## config.mk

```make
export PLATFORM = sky130hd
export DESIGN_NAME = prirv32_mem_arbiter
export DESIGN_NICKNAME = d
export VERILOG_FILES = /design/src/rtl/prirv32_arb_pkg.sv /design/src/rtl/prirv32_arb_pick.sv /design/src/rtl/prirv32_mem_arbiter.sv
export SDC_FILE = /design/constraint.sdc
export NUM_CORES = 1
export LEC_CHECK = 0
export ABC_CLOCK_PERIOD_IN_PS = 2200
export BUFFER_PORTS_ARGS = -buffer_cell sky130_fd_sc_hd__buf_2
export CAP_MARGIN = 20
export CORE_MARGIN = 1.5
export CORE_UTILIZATION = 30
export CTS_CLUSTER_DIAMETER = 50
export DETAILED_ROUTE_END_ITERATION = 16
export GPL_TIMING_DRIVEN = 0
export SLEW_MARGIN = 20
export SYNTH_ARGS = -nofsm -noshare
export SYNTH_HDL_FRONTEND = slang
export SYNTH_HIERARCHICAL = 1
export SYNTH_SLANG_ARGS = --single-unit
```

## constraint.sdc

```tcl
create_clock -name clk -period 2.2 [get_ports clk]
set_clock_uncertainty 0.05 [all_clocks]
set_input_delay 0.33 -clock clk [delete_from_list [all_inputs] [get_ports clk]]
set_output_delay 0.33 -clock clk [all_outputs]
set_load 0.02 [all_outputs]
```

## src/rtl/prirv32_arb_pkg.sv

```systemverilog
// ---------------------------------------------------------------------------
// prirv32_arb_pkg
//
// Shared types and constants for the priRV32 memory arbiter.
//   owner_e    : which requester owns an access (instruction fetch or data).
//   rsp_slot_t : contents of the one-deep response pipeline register.
//   STARVE_W   : width of the fetch starvation counter.
//
// Optional feature macro used by the files that import this package:
//   PRIRV32_ARB_RR_EN - round-robin arbitration instead of fixed priority.
// ---------------------------------------------------------------------------
package prirv32_arb_pkg;

   localparam int unsigned STARVE_W = 4;

   typedef enum logic {
      OWN_IF = 1'b0,
      OWN_D  = 1'b1
   } owner_e;

   typedef struct packed {
      logic   valid;
      owner_e owner;
      logic   is_store;
   } rsp_slot_t;

endpackage : prirv32_arb_pkg

```

## src/rtl/prirv32_arb_pick.sv

```systemverilog
// ---------------------------------------------------------------------------
// prirv32_arb_pick
//
// Pure combinational grant decision between the fetch (IF) and data (D)
// requesters. Reset gating is done by the caller.
//
// Policy selected by macro PRIRV32_ARB_RR_EN:
//   undefined : D wins a conflict unless IF has been denied STARVE_MAX
//               consecutive cycles (starve_cnt_i == STARVE_MAX).
//   defined   : a conflict goes to the requester not granted most recently.
//
// Ports:
//   if_valid_i    in   IF request pending
//   d_valid_i     in   D request pending
//   starve_cnt_i  in   consecutive IF denials (fixed-priority build only)
//   last_owner_i  in   most recent grant owner (round-robin build only)
//   if_gnt_o      out  IF granted
//   d_gnt_o       out  D granted
// ---------------------------------------------------------------------------
module prirv32_arb_pick
   import prirv32_arb_pkg::*;
`ifndef PRIRV32_ARB_RR_EN
#(
   parameter int unsigned STARVE_MAX = 4
)
`endif
(
   input  logic                if_valid_i,
   input  logic                d_valid_i,
`ifdef PRIRV32_ARB_RR_EN
   input  owner_e              last_owner_i,
`else
   input  logic [STARVE_W-1:0] starve_cnt_i,
`endif
   output logic                if_gnt_o,
   output logic                d_gnt_o
);

   // IF wins when it is alone, or when the conflict tie-break favours it.
   // D simply takes whatever IF does not.
   always_comb begin
      if_gnt_o = 1'b0;
      d_gnt_o  = 1'b0;
`ifdef PRIRV32_ARB_RR_EN
      if_gnt_o = if_valid_i & (~d_valid_i | (last_owner_i == OWN_D));
`else
      if_gnt_o = if_valid_i &
                 (~d_valid_i | (starve_cnt_i == STARVE_W'(STARVE_MAX)));
`endif
      d_gnt_o  = d_valid_i & ~if_gnt_o;
   end

endmodule : prirv32_arb_pick

```

## src/rtl/prirv32_mem_arbiter.sv

```systemverilog
// ---------------------------------------------------------------------------
// prirv32_mem_arbiter
//
// Shares one single-port synchronous SRAM (1-cycle read latency) between the
// priRV32 instruction-fetch port and the load/store data port. At most one
// access is issued per cycle; the read data is steered back to the owner of
// the access one cycle after the grant. Back-to-back grants every cycle.
//
// Handshake: a request transfers in the cycle where valid && ready. ready is
// combinational and may depend on valid; a requester holds address/data
// stable while valid && !ready. Responses carry no backpressure: exactly one
// rsp_valid pulses for one cycle after each grant (store ack has rdata = 0).
//
// Optional feature macro:
//   PRIRV32_ARB_RR_EN - round-robin conflict resolution; the starvation
//                       counter and STARVE_MAX are then unused.
//
// Parameters:
//   MEM_AW      word-address width of the SRAM (2^MEM_AW x 32 bit)
//   STARVE_MAX  max consecutive IF denials before IF is forced (1..15)
//
// Ports:
//   clk, reset                   clock, synchronous active-high reset
//   if_req_valid/if_req_ready    fetch request handshake, if_addr byte address
//   if_rsp_valid/if_rdata        fetch response
//   d_req_valid/d_req_ready      data request handshake
//   d_addr/d_we/d_be/d_wdata     data request payload
//   d_rsp_valid/d_rdata          load data or store acknowledge
//   mem_en/mem_we/mem_addr/mem_wdata/mem_rdata   SRAM interface
// ---------------------------------------------------------------------------
module prirv32_mem_arbiter
   import prirv32_arb_pkg::*;
#(
   parameter int unsigned MEM_AW     = 12,
   parameter int unsigned STARVE_MAX = 4
) (
   input  logic              clk,
   input  logic              reset,
   // instruction fetch port
   input  logic              if_req_valid,
   output logic              if_req_ready,
   input  logic [31:0]       if_addr,
   output logic              if_rsp_valid,
   output logic [31:0]       if_rdata,
   // data port
   input  logic              d_req_valid,
   output logic              d_req_ready,
   input  logic [31:0]       d_addr,
   input  logic              d_we,
   input  logic [3:0]        d_be,
   input  logic [31:0]       d_wdata,
   output logic              d_rsp_valid,
   output logic [31:0]       d_rdata,
   // SRAM port
   output logic              mem_en,
   output logic [3:0]        mem_we,
   output logic [MEM_AW-1:0] mem_addr,
   output logic [31:0]       mem_wdata,
   input  logic [31:0]       mem_rdata
);

   // ------------------------------------------------------------------
   // State
   // ------------------------------------------------------------------
   rsp_slot_t           slot_q, slot_d;
   logic [31:0]         if_rdata_q, if_rdata_d;
   logic [31:0]         d_rdata_q, d_rdata_d;
`ifdef PRIRV32_ARB_RR_EN
   owner_e              last_owner_q, last_owner_d;
   logic [STARVE_W-1:0] unused_starve_cfg;
`else
   logic [STARVE_W-1:0] starve_q, starve_d;
`endif

   logic if_gnt_raw, d_gnt_raw;
   logic if_gnt, d_gnt;
   logic if_rsp_act, d_rsp_act;
   logic unused_addr_bits;

   // Byte-offset bits and bits above the SRAM range are dropped, so
   // out-of-range addresses alias onto the SRAM.
   assign unused_addr_bits = ^{if_addr[31:MEM_AW+2], if_addr[1:0],
                               d_addr[31:MEM_AW+2],  d_addr[1:0]};

   // ------------------------------------------------------------------
   // Grant decision
   // ------------------------------------------------------------------
`ifdef PRIRV32_ARB_RR_EN
   assign unused_starve_cfg = STARVE_W'(STARVE_MAX);

   prirv32_arb_pick u_pick (
      .if_valid_i   (if_req_valid),
      .d_valid_i    (d_req_valid),
      .last_owner_i (last_owner_q),
      .if_gnt_o     (if_gnt_raw),
      .d_gnt_o      (d_gnt_raw)
   );
`else
   prirv32_arb_pick #(
      .STARVE_MAX (STARVE_MAX)
   ) u_pick (
      .if_valid_i   (if_req_valid),
      .d_valid_i    (d_req_valid),
      .starve_cnt_i (starve_q),
      .if_gnt_o     (if_gnt_raw),
      .d_gnt_o      (d_gnt_raw)
   );
`endif

   // Nothing is granted while reset is high, so a write presented in a
   // reset cycle never reaches the SRAM.
   assign if_gnt       = if_gnt_raw & ~reset;
   assign d_gnt        = d_gnt_raw  & ~reset;
   assign if_req_ready = if_gnt;
   assign d_req_ready  = d_gnt;

   // ------------------------------------------------------------------
   // SRAM drive
   // ------------------------------------------------------------------
   always_comb begin
      mem_en    = if_gnt | d_gnt;
      mem_we    = 4'b0000;
      mem_wdata = d_wdata;
      mem_addr  = if_addr[MEM_AW+1:2];
      if (d_gnt) begin
         mem_addr = d_addr[MEM_AW+1:2];
         if (d_we) begin
            mem_we = d_be;
         end
      end
   end

   // ------------------------------------------------------------------
   // Arbitration history
   // ------------------------------------------------------------------
`ifdef PRIRV32_ARB_RR_EN
   always_comb begin
      last_owner_d = last_owner_q;
      if (d_gnt) begin
         last_owner_d = OWN_D;
      end else if (if_gnt) begin
         last_owner_d = OWN_IF;
      end
   end
`else
   // Counts consecutive cycles where IF waits; saturates so the forced
   // grant condition stays true until IF is actually served.
   always_comb begin
      starve_d = starve_q;
      if (!if_req_valid || if_gnt) begin
         starve_d = '0;
      end else if (starve_q < STARVE_W'(STARVE_MAX)) begin
         starve_d = starve_q + 1'b1;
      end
   end
`endif

   // ------------------------------------------------------------------
   // Response pipeline
   // ------------------------------------------------------------------
   always_comb begin
      slot_d          = '0;
      slot_d.valid    = if_gnt | d_gnt;
      slot_d.owner    = d_gnt ? OWN_D : OWN_IF;
      slot_d.is_store = d_gnt & d_we;
   end

   // A response still in flight when reset rises is dropped.
   assign if_rsp_act = slot_q.valid && (slot_q.owner == OWN_IF) && !reset;
   assign d_rsp_act  = slot_q.valid && (slot_q.owner == OWN_D)  && !reset;

   // SRAM data arrives the cycle after the grant and is forwarded straight
   // to the owner while also being captured, so rdata holds between
   // responses without costing an extra cycle of latency.
   always_comb begin
      if_rdata_d = if_rdata_q;
      d_rdata_d  = d_rdata_q;
      if (if_rsp_act) begin
         if_rdata_d = mem_rdata;
      end
      if (d_rsp_act) begin
         d_rdata_d = slot_q.is_store ? 32'h0 : mem_rdata;
      end
   end

   assign if_rsp_valid = if_rsp_act;
   assign d_rsp_valid  = d_rsp_act;
   assign if_rdata     = reset ? 32'h0 : if_rdata_d;
   assign d_rdata      = reset ? 32'h0 : d_rdata_d;

   // ------------------------------------------------------------------
   // Registers
   // ------------------------------------------------------------------
   always_ff @(posedge clk) begin
      if (reset) begin
         slot_q       <= '0;
         if_rdata_q   <= '0;
         d_rdata_q    <= '0;
`ifdef PRIRV32_ARB_RR_EN
         last_owner_q <= OWN_IF;
`else
         starve_q     <= '0;
`endif
      end else begin
         slot_q       <= slot_d;
         if_rdata_q   <= if_rdata_d;
         d_rdata_q    <= d_rdata_d;
`ifdef PRIRV32_ARB_RR_EN
         last_owner_q <= last_owner_d;
`else
         starve_q     <= starve_d;
`endif
      end
   end

endmodule : prirv32_mem_arbiter

```

# Word-level counts from Yosys, hierarchy flattened
# Index checks and enable logic that the tools add are counted.
totals:
  input_bits: 137
  wordCells: 37
  out_inout_bits: 117
  regBits: 71
op_classes:
  n_eq_ne: 1
  reduce_logical: 8
  magnitude_cmp: 1
  bitwise_logic: 11
  add_sub_neg: 1
  mux: 9
op_table:
  columns: ["op", "n"]
  rows:
  - ["$mux W32", 5]
  - ["$mux W12", 1]
  - ["$mux W4", 2]
  - ["$and A1 B1 Y1", 5]
  - ["$add A4 B1 Y4 const B", 1]
  - ["$eq A4 B3 Y1 const B", 1]
  - ["$logic_and A1 B1 Y1", 4]
  - ["$lt A4 B3 Y1 const B", 1]
  - ["$not A1 Y1", 4]
  - ["$logic_not A1 Y1", 2]
  - ["$or A1 B1 Y1", 2]
  - ["$reduce_or A2 Y1", 1]
  - ["$logic_or A1 B1 Y1", 1]
  - ["$mux W1", 1]

# Logic depth before layout (Yosys ltp)
# Gate-level depths: netlist (run 1).
logic_depth:
  word_depth: 7
  ltp_mapped: 5
  depth_no_buf: 4

# By module
# The synthesis (run 1) kept the hierarchy.
modules_own_cells:
  columns: ["mod", "instances", "area_per_inst_um2", "seq_area_each_um2", "cells_per_inst"]
  rows:
  - ["prirv32_mem_arbiter", 1, 3359.5, 1421.4, 320]
  - ["prirv32_arb_pick", 1, 26.3, 0.0, 4]

# Worst setup path after synthesis (run 1)
# Ideal clock, no wire load.
synth_path:
  path_type: "reg-to-output"
  from: "register starve_q[1]"
  to: "output port mem_en"
  required_ns: 1.820
  arrival_ns: 1.672
  path_buffers: 1
  stages_incl_launch_ff: 6
  setup_slack_ns: 0.148
  path_cell_list: "dfxtp_1 -> or4b_1 -> o21a_1 -> nor2b_1 -> buf_2 -> or2_2"
synth_between:
  elab_chain_cells: 7
  word_cells_on_any_way: 8
  cone_classes: "1 x eq/ne; 7 x bitwise"
synth_lines:
  columns: ["element", "line", "text"]
  rows:
  - ["start, declared", "prirv32_mem_arbiter.sv:72", "logic [STARVE_W-1:0] starve_q, starve_d;"]
  - ["start signal, assigned", "prirv32_mem_arbiter.sv:211", "starve_q <= starve_d;"]
  - ["$eq A4 B3 Y1", "prirv32_arb_pick.sv:48", "(~d_valid_i | (starve_cnt_i == STARVE_W'(STARVE_MAX)));"]
  - ["$or A1 B1 Y1", "prirv32_arb_pick.sv:48", null]
  - ["$and A1 B1 Y1", "prirv32_arb_pick.sv:47", "if_gnt_o = if_valid_i &"]
  - ["$not A1 Y1", "prirv32_arb_pick.sv:50", "d_gnt_o = d_valid_i & ~if_gnt_o;"]
  - ["$and A1 B1 Y1", "prirv32_arb_pick.sv:50", null]
  - ["via d_gnt_raw", "prirv32_mem_arbiter.sv:75", "logic if_gnt_raw, d_gnt_raw;"]
  - ["$and A1 B1 Y1", "prirv32_mem_arbiter.sv:113", "assign d_gnt = d_gnt_raw & ~reset;"]
  - ["via d_req_ready", "prirv32_mem_arbiter.sv:47", "output logic d_req_ready,"]
  - ["$or A1 B1 Y1", "prirv32_mem_arbiter.sv:121", "mem_en = if_gnt | d_gnt;"]
  - ["end, declared", "prirv32_mem_arbiter.sv:55", "output logic mem_en,"]
# The timed path passes the listed nets, and every way through them passes these cells.

# Worst setup path after layout (run 1)
layout_path:
  from: "register starve_q[0]"
  to: "output port mem_addr[4]"
layout_between:
  elab_chain_cells: 7
layout_lines:
  columns: ["element", "line", "text"]
  rows:
  - ["$eq A4 B3 Y1", "prirv32_arb_pick.sv:48", null]
  - ["$or A1 B1 Y1", "prirv32_arb_pick.sv:48", null]
  - ["$and A1 B1 Y1", "prirv32_arb_pick.sv:47", null]
  - ["$not A1 Y1", "prirv32_arb_pick.sv:50", null]
  - ["$and A1 B1 Y1", "prirv32_arb_pick.sv:50", null]
  - ["via d_gnt_raw", "prirv32_mem_arbiter.sv:75", null]
  - ["$and A1 B1 Y1", "prirv32_mem_arbiter.sv:113", null]
  - ["$mux W12", "prirv32_mem_arbiter.sv:125", "if (d_gnt) begin"]
  - ["end, declared", "prirv32_mem_arbiter.sv:57", "output logic [MEM_AW-1:0] mem_addr,"]
# The timed path passes the listed nets, and every way through them passes these cells.

==> results of run 1 <==
kinds of logic after synthesis:
kind of cell    count (synthesis)  share of synthesized area, %
buf+inv                        55                          10.8
flops                          71                          42.0
mux                            76                          24.1
compound gates                  7                          1.11
fa+ha+maj                       1                         0.369
simple gates                  114                          21.7
cells in the final DEF (no fill, tap or decap), types with 2 or more instances in the layout:
cell type and count:
nor2b_1 33, buf_4 38, clkinv_2 2, clkbuf_8 2, inv_1 4, mux2_2 43, o21ai_0 2, a21oi_1 4
clkbuf_1 11, buf_2 165, buf_6 26, nand2b_1 65, clkbuf_16 9, dfxtp_1 68, mux2i_1 32, and3_4 4
dfxtp_2 3
report_power, final:
| part | internal [uW] | total, uW | switching, uW |
|---|---|---|---|
| Clock | 822 | 1360 | 535 |
| Combinational | 315 | 641 | 327 |
| Sequential | 1350 | 1360 | 13.8 |
| Total | 2480 | 3360 | 875 |
per-layer routing:
| layer | wire, um | vias up | track usage [%] |
|---|---|---|---|
| met5 | 0 | - | 0 |
| met4 | 85 | 0 | 4.73 |
| met3 | 719 | 7 | 4.12 |
| met2 | 4490 | 130 | 26.3 |
| met1 | 3530 | 1313 | 16.6 |
| li1 | - | 1421 | - |
what timing repair did:
item | 4_1_cts | 5_1_grt
hold buffers | 0 | 0
gates cloned | 2 | 0
setup buffers | 4 | 1
setup endpoints to repair | 47 | 19
pin swaps | 5 | 2
resized for setup | 57 | 4
state kept, by name (all words and copies together), names as in the netlist:
| signal | flops |
|---|---|
| slot_q | 3 |
| if_rdata_q | 32 |
| starve_q | 4 |
| d_rdata_q | 32 |
critical path: stages (launching register included):
cell and delay (ns):
dfxtp_2 0.32, or4b_4 0.53, o21a_1 0.20, nor2b_4 0.15, buf_6 0.14, mux2_4 0.31, buf_6 0.13
cell usage after synthesis, drive strengths merged:
cell type	instances
buf	42
nand2b	65
or3b	2
and3	4
clkbuf	9
nand3b	1
or3	1
nor2	1
o21a	1
dfxtp	71
or4b	1
nor3b	1
nor2b	35
a21oi	4
or2	2
mux2	44
and2	1
o21ai	2
ha	1
inv	4
mux2i	32
final cells by class:
cell class                      count  area, um^2  share of cell area, %
Tap cell                          140         175                   3.52
Sequential cell                    71        1430                   28.7
Timing Repair Buffer              187        1070                   21.6
Inverter                            4        15.0                  0.302
Clock inverter                      3        17.5                  0.352
Buffer                             51         363                   7.30
Multi-Input combinational cell    198        1640                   33.0
Clock buffer                       13         260                   5.24
per-stage QoR:
stage | setup TNS (ns) | power, uW | setup WS, ns
after CTS | -4.49 | 3410 | -0.307
final | -3.84 | 3360 | -0.278
after global routing | -5.00 | 3510 | -0.335
after floorplan | 0 | 1770 | 0.148
after detailed placement | -0.0537 | 1990 | -0.0260
after global placement | -0.0486 | 1980 | -0.0283
path summary, 6_finish.rpt:
check,start,to,slack [ns],cells after the start
worst max-delay path,starve_q[0],mem_addr[4],-0.28,6
worst min register to register,starve_q[3],starve_q[3],0.42,2
worst max register to register,starve_q[0],slot_q[2],0.21,7
worst min-delay path,mem_rdata[21],if_rdata_q[21],0.21,2
==> impl_metrics.ini, run 1 <==
[status]
status = finished with violations
failed_checks = negative setup slack

[synth]
syn_area_um2 = 3390
synth.net_count = 462
synth_cell_types = 24
syn_inst = 324
ys_warn_count = 6
synth_top_area_share_pct = 42.0
synth-seq-cells = 71
synth_area_leader_cell = dfxtp_1
syn_avg_cell_area_um2 = 10.4
yosysSeqAreaShare_pct = 42.0
netlist_top_cells_area = dfxtp_1 (42%), mux2_2 (15%), nand2b_1 (12%), mux2i_1 (9.5%), buf_4 (7.8%)

[timing]
setup_viol = 18
post-route-period-util_pct = 113
min_period_ns = 2.48
finalHoldViolCount = 0
fmax_mhz = 403
whs_ns = 0.214
tightest_slew_ns = 0.549
slew_violations = 0
max_slew_margin_pct = 63.4
fin_ws_ns = -0.278
grt_setup_unrepaired = yes

[setup_path]
cp-start-kind = flop
cp_data_arrival_time_ns = 2.10
critPathMaxFanout = 5
worst_ep_required_time_ns = 1.82
critical_path_class = flop to output port
endpoint_kind = output port

[cells_and_area]
final_util_pct = 45.4
n_antenna_cell = 0
layout-drive-gt1-share_pct = 57.1
layout.nets = 660
fillers = 1097
syn_to_final_growth_pct = 46.8
final_cell_area_um2 = 4970
finalNonFillerCells = 667

[placement]
gp_congestion = 0.717
placed_cells = 645
placed_area_um2 = 4470
hpwl_mm = 6.61
portBuffers = 181

[grt]
grt_max_degree = 12
grt_usage_pct = 14.6
grt_pass1_vias = 2787
grt_pass1_wl_mm = 13.3
antenna_found_initial = 0
grt_overflow = 0

[clocking]
htreeDepth = 3
cts_buffers = 9
cts_tree = yes
ctsRootBufferMaster = clkbuf_16
cts_max_path_buffers = 2
cts.sinks = 71
clk_pin_slew_ns = 0.06
insertion_delay_ns = 0.32

[floorplanning]
ios = 254
die_w_um = 109
die-area_um2 = 11900
start_util_pct = 31.0
row_count = 38
core-area_um2 = 10900
die_h_um = 109

[route]
vias = 2871
drtAntennaViolNets = 0
viasPerCell = 4.30
wl_per_cell_um = 13.2
drt-initial-drc-count = 54
drcViolationCount = 0
routed_wl_mm = 8.82
drt_pass1_iterations = 4

[power_and_ir_drop]
p_leak_uw = 0.00265
ir_drop_mv = 0.384
powerDensity_nw_per_um2 = 676

[flow_run]
cap_viol_max_count = 0

[min_path]
hold_class = primary input to flop
No activity file was read; power rests on OpenSTA's default activity.
==> inputs of run 2 (changes only) <==
==> constraint.sdc (replaced) <==
create_clock -name clk -period 2.2 [get_ports clk]
set_clock_uncertainty 0.05 [all_clocks]
set_input_delay 0.44 -clock clk [delete_from_list [all_inputs] [get_ports clk]]
set_output_delay 0.44 -clock clk [all_outputs]
set_load 0.02 [all_outputs]
==> run 2 against run 1 <==
- routed wire length is 2.0% higher
- sequential share of layout area is 0.52 points lower
- clock power hardly changed
- largest power group unchanged
- the run still ends with negative setup slack left
- design area is 2.0% higher
==> impl_metrics.ini, run 2 (synthesis gave the netlist of run 1 again) <==
[clocking]
ctsRootBufferMaster = clkbuf_16
cts_tree = yes
cts_max_path_buffers = 2
cts.sinks = 71
insertion_delay_ns = 0.32
cts_buffers = 9
htreeDepth = 3
cts_hold_buf = 0
clk_pin_slew_ns = 0.06

[route]
drt-initial-drc-count = 52
drcViolationCount = 0
vias = 2888
drt_pass1_iterations = 4
wl_per_cell_um = 13.4
routed_wl_mm = 9.00
drtAntennaViolNets = 0
viasPerCell = 4.31

[setup_path]
cp-start-kind = flop
critPathMaxFanout = 5
cp_data_arrival_time_ns = 2.10
endpoint_kind = output port
worst_ep_required_time_ns = 1.71
critical_path_class = flop to output port

[power_and_ir_drop]
ir_drop_mv = 0.382
total_power_uw = 3380
powerDensity_nw_per_um2 = 667
p_leak_uw = 0.00267

[cells_and_area]
finalNonFillerCells = 670
top_regs = d_rdata_q x32, if_rdata_q x32, starve_q x4
layout_commonest_cell = buf_2
layout-drive-gt1-share_pct = 59.1
final_util_pct = 46.4
final_cell_mix = buf_2 (160), dfxtp_1 (66), nand2b_1 (65)
layout.nets = 663
fillers = 1098
n_antenna_cell = 0
syn_to_final_growth_pct = 49.7

[grt]
grt_overflow = 0
antenna_found_initial = 0
grt_max_degree = 12
grt_usage_pct = 14.8
grt_pass1_wl_mm = 13.4
grt_pass1_vias = 2809

[floorplanning]
die-area_um2 = 11900
core-area_um2 = 10900
start_util_pct = 31.0
die_h_um = 109
die_w_um = 109
row_count = 38
ios = 254

[status]
failed_checks = negative setup slack
status = finished with violations

[timing]
fin_ws_ns = -0.392
max_slew_margin_pct = 62.9
tightest_slew_ns = 0.557
post-route-period-util_pct = 118
fmax_mhz = 386
whs_ns = 0.325
grt_setup_unrepaired = yes
setup_viol = 19
min_period_ns = 2.59
finalHoldViolCount = 0
slew_violations = 0

[placement]
placed_cells = 645
gp_congestion = 0.717
hpwl_mm = 6.61
dpl_worst_slack_ns = -0.136
portBuffers = 181

[min_path]
hold_class = primary input to flop

[flow_run]
cap_viol_max_count = 0
## run 2: changes by cell type in the layout (fill, tap and decap cells not counted), sizes merged
cell	delta
clkbuf	+1
buf	+2
## run 2: final timing paths
| kind | end | depth (start not counted) | startpoint | slack, ns |
|---|---|---|---|---|
| hold reg to reg | starve_q[3] | 2 | starve_q[3] | 0.42 |
| hold / removal | if_rdata_q[30] | 2 | mem_rdata[30] | 0.33 |
| setup / recovery | mem_addr[4] | 6 | starve_q[0] | -0.39 |
| setup reg to reg | slot_q[2] | 7 | starve_q[0] | 0.20 |
## run 2: metal layers
layer	GRT usage [%]	routed length [um]
met1	16.7	3570
met2	26.8	4610
met3	4.12	720
met4	4.73	102
met5	0	0
## run 2: worst max-delay path, cell delays in order (launching register included)
cell and delay, ns:
dfxtp_2 0.32, or4b_4 0.53, o21a_1 0.20, nor2b_4 0.15
buf_6 0.14, mux2_4 0.31, buf_6 0.13
## run 2: power by group
part	leakage, uW	switching [uW]	internal, uW
Sequential	0.000581	13.8	1350
Clock	0.000136	538	822
Combinational	0.00195	332	329
Total	0.00267	884	2500
## run 2: through the flow
step	TNS [ns]	area, um^2
2_1_floorplan	0	3390
3_3_place_gp	-2.53	4470
3_5_place_dp	-3.49	4470
4_1_cts	-6.58	4990
5_1_grt	-7.87	5070
6_report	-5.88	5070
## run 2: final cells by class
| type | count | area [um^2] | share of cell area (%) |
|---|---|---|---|
| multi-input combinational | 198 | 1660 | 32.7 |
| sequential | 71 | 1430 | 28.2 |
| timing repair buffer | 190 | 1120 | 22.1 |
| buffer | 51 | 397 | 7.82 |
| clock buffer | 13 | 260 | 5.13 |
| tap | 140 | 175 | 3.46 |
| clock inverter | 3 | 17.5 | 0.346 |
| inverter | 4 | 15.0 | 0.296 |
## run 2: timing repair
action,in CTS,in global routing
gates cloned,3,0
buffers inserted,6,1
pin swaps,5,2
gates resized for setup,62,26
setup endpoints to repair,48,75
==> inputs of run 3 (changes only) <==
- CORE_MARGIN: 1.5 -> default
- SETUP_SLACK_MARGIN: default -> 0.15
==> run 3 against run 2 <==
- the run still ends with negative setup slack left
- count of clock-buffer cells in the layout fell by 4
- fmax down 0.36%
- first-iteration DRC count up 29%
- sequential cell count did not move
- non-clock buffer count up 16
==> impl_metrics.ini, run 3 (synthesis gave the netlist of run 1 again) <==
[grt]
grt_usage_pct = 16.6
grt_max_degree = 14
gr-usage-met2_pct = 29.9
grt_overflow = 0
use_met3_pct = 7.11
grt_pass1_wl_mm = 14.6
busiest_layer = met2
grt_use_met1_pct = 17.6
grt_pass1_vias = 2982
antenna_found_initial = 0

[clocking]
insertion_delay_ns = 0.34
cts_max_path_buffers = 2
clk_pin_slew_ns = 0.06
htreeDepth = 3
cts_tree = yes
cts.sinks = 71
ctsRootBufferMaster = clkbuf_16
cts_hold_buf = 0
cts_buffers = 9

[cells_and_area]
syn_to_final_growth_pct = 85.3
final_cell_mix = buf_2 (102), buf_6 (85), dfxtp_1 (66)
layout-drive-gt1-share_pct = 65.9
n_antenna_cell = 0
final_util_pct = 57.4
layout.nets = 679
layout_commonest_cell = buf_2
finalNonFillerCells = 686
top_regs = d_rdata_q x32, if_rdata_q x32, starve_q x4
final_cell_area_um2 = 6270

[setup_path]
crit_top_cell = buf_6
cp_cell_sequence = or4b_4 -> o21a_1 -> nor2b_4 -> buf_6 -> mux2_4 -> buf_6
cp_data_arrival_time_ns = 2.11
slowest_stage = or4b_4
endpoint_kind = output port
critical_path_class = flop to output port
critPathMaxFanout = 5
cp-start-kind = flop
critPathMaxStageDelay_ns = 0.53
worst_ep_required_time_ns = 1.71

[timing]
slew_violations = 0
tightest_slew_ns = 0.549
min_period_ns = 2.60
fin_ws_ns = -0.401
fmax_mhz = 384
setup_viol = 32
max_slew_margin_pct = 63.4
grt_setup_unrepaired = yes
post-route-period-util_pct = 118
whs_ns = 0.312
finalHoldViolCount = 0

[status]
failed_checks = negative setup slack
status = finished with violations

[placement]
placed_area_um2 = 4500
placed_cells = 645
hpwl_mm = 6.60
gp_congestion = 0.731
portBuffers = 181

[route]
viasPerCell = 4.43
wl_per_cell_um = 14.8
drt_pass1_iterations = 4
drt-initial-drc-count = 67
drtAntennaViolNets = 0
routed_wl_mm = 10.1
drcViolationCount = 0
vias = 3037

[floorplanning]
row_count = 38
core-area_um2 = 10900
die-area_um2 = 11700
die_w_um = 108
ios = 254
die_h_um = 108
start_util_pct = 31.0

[power_and_ir_drop]
powerDensity_nw_per_um2 = 624
ir_drop_mv = 0.659
p_leak_uw = 0.00290

[flow_run]
cap_viol_max_count = 0

[min_path]
hold_class = primary input to flop
-- run 3: final timing paths --
| check | endpoint | cells past startpoint | slack (ns) | from |
|---|---|---|---|---|
| setup / recovery | mem_addr[10] | 6 | -0.40 | starve_q[1] |
| hold / removal | if_rdata_q[25] | 2 | 0.31 | mem_rdata[25] |
| setup reg to reg | slot_q[2] | 5 | 0.38 | starve_q[1] |
| hold reg to reg | starve_q[2] | 2 | 0.43 | starve_q[2] |
-- run 3: report_power, final --
group / switching, uW / internal, uW / total, uW
clock: 576 / 1110 / 1680
sequential: 15.3 / 1350 / 1360
combinational: 390 / 474 / 864
-- run 3: worst max-delay path: cells and delay by family (launching register included) --
family | cells | cell delay [ns]
multiplexers | 1 | 0.30
flip-flops | 1 | 0.32
buffers and inverters | 2 | 0.26
AND/OR/NAND/NOR | 2 | 0.68
AO/OA/AOI/OAI | 1 | 0.21
-- run 3: through the flow --
step | worst slack [ns] | TNS [ns] | total power, uW
5_1_grt | -0.442 | -8.74 | 4070
2_1_floorplan | 0.0881 | 0 | 1780
4_1_cts | -0.417 | -7.37 | 3870
6_report | -0.401 | -6.33 | 3910
3_3_place_gp | -0.0938 | -3.57 | 1980
3_5_place_dp | -0.103 | -3.76 | 1990
-- run 3: repair_timing --
action | CTS | global route
hold endpoints to repair | 0 | 0
pin swaps | 4 | 2
gates cloned | 5 | 3
resized for setup | 179 | 116
buffers inserted | 10 | 7
endpoints found under the setup margin | 80 | 80
-- run 3: layout make-up --
cell class	instances	area (um^2)
clock inverters	7	121
inverters	4	15.0
flip-flops and latches	71	1430
plain buffers	51	443
repair buffers	206	1760
fillers	941	4660
well taps	140	175
clock buffers	9	225
multi-input cells	198	2110
-- run 3: per-layer routing --
layer	wire length [um]	share of wire [%]
met3	852	8.4
met5	0	0
met1	3860	38
met2	5290	52
met4	140	1.4
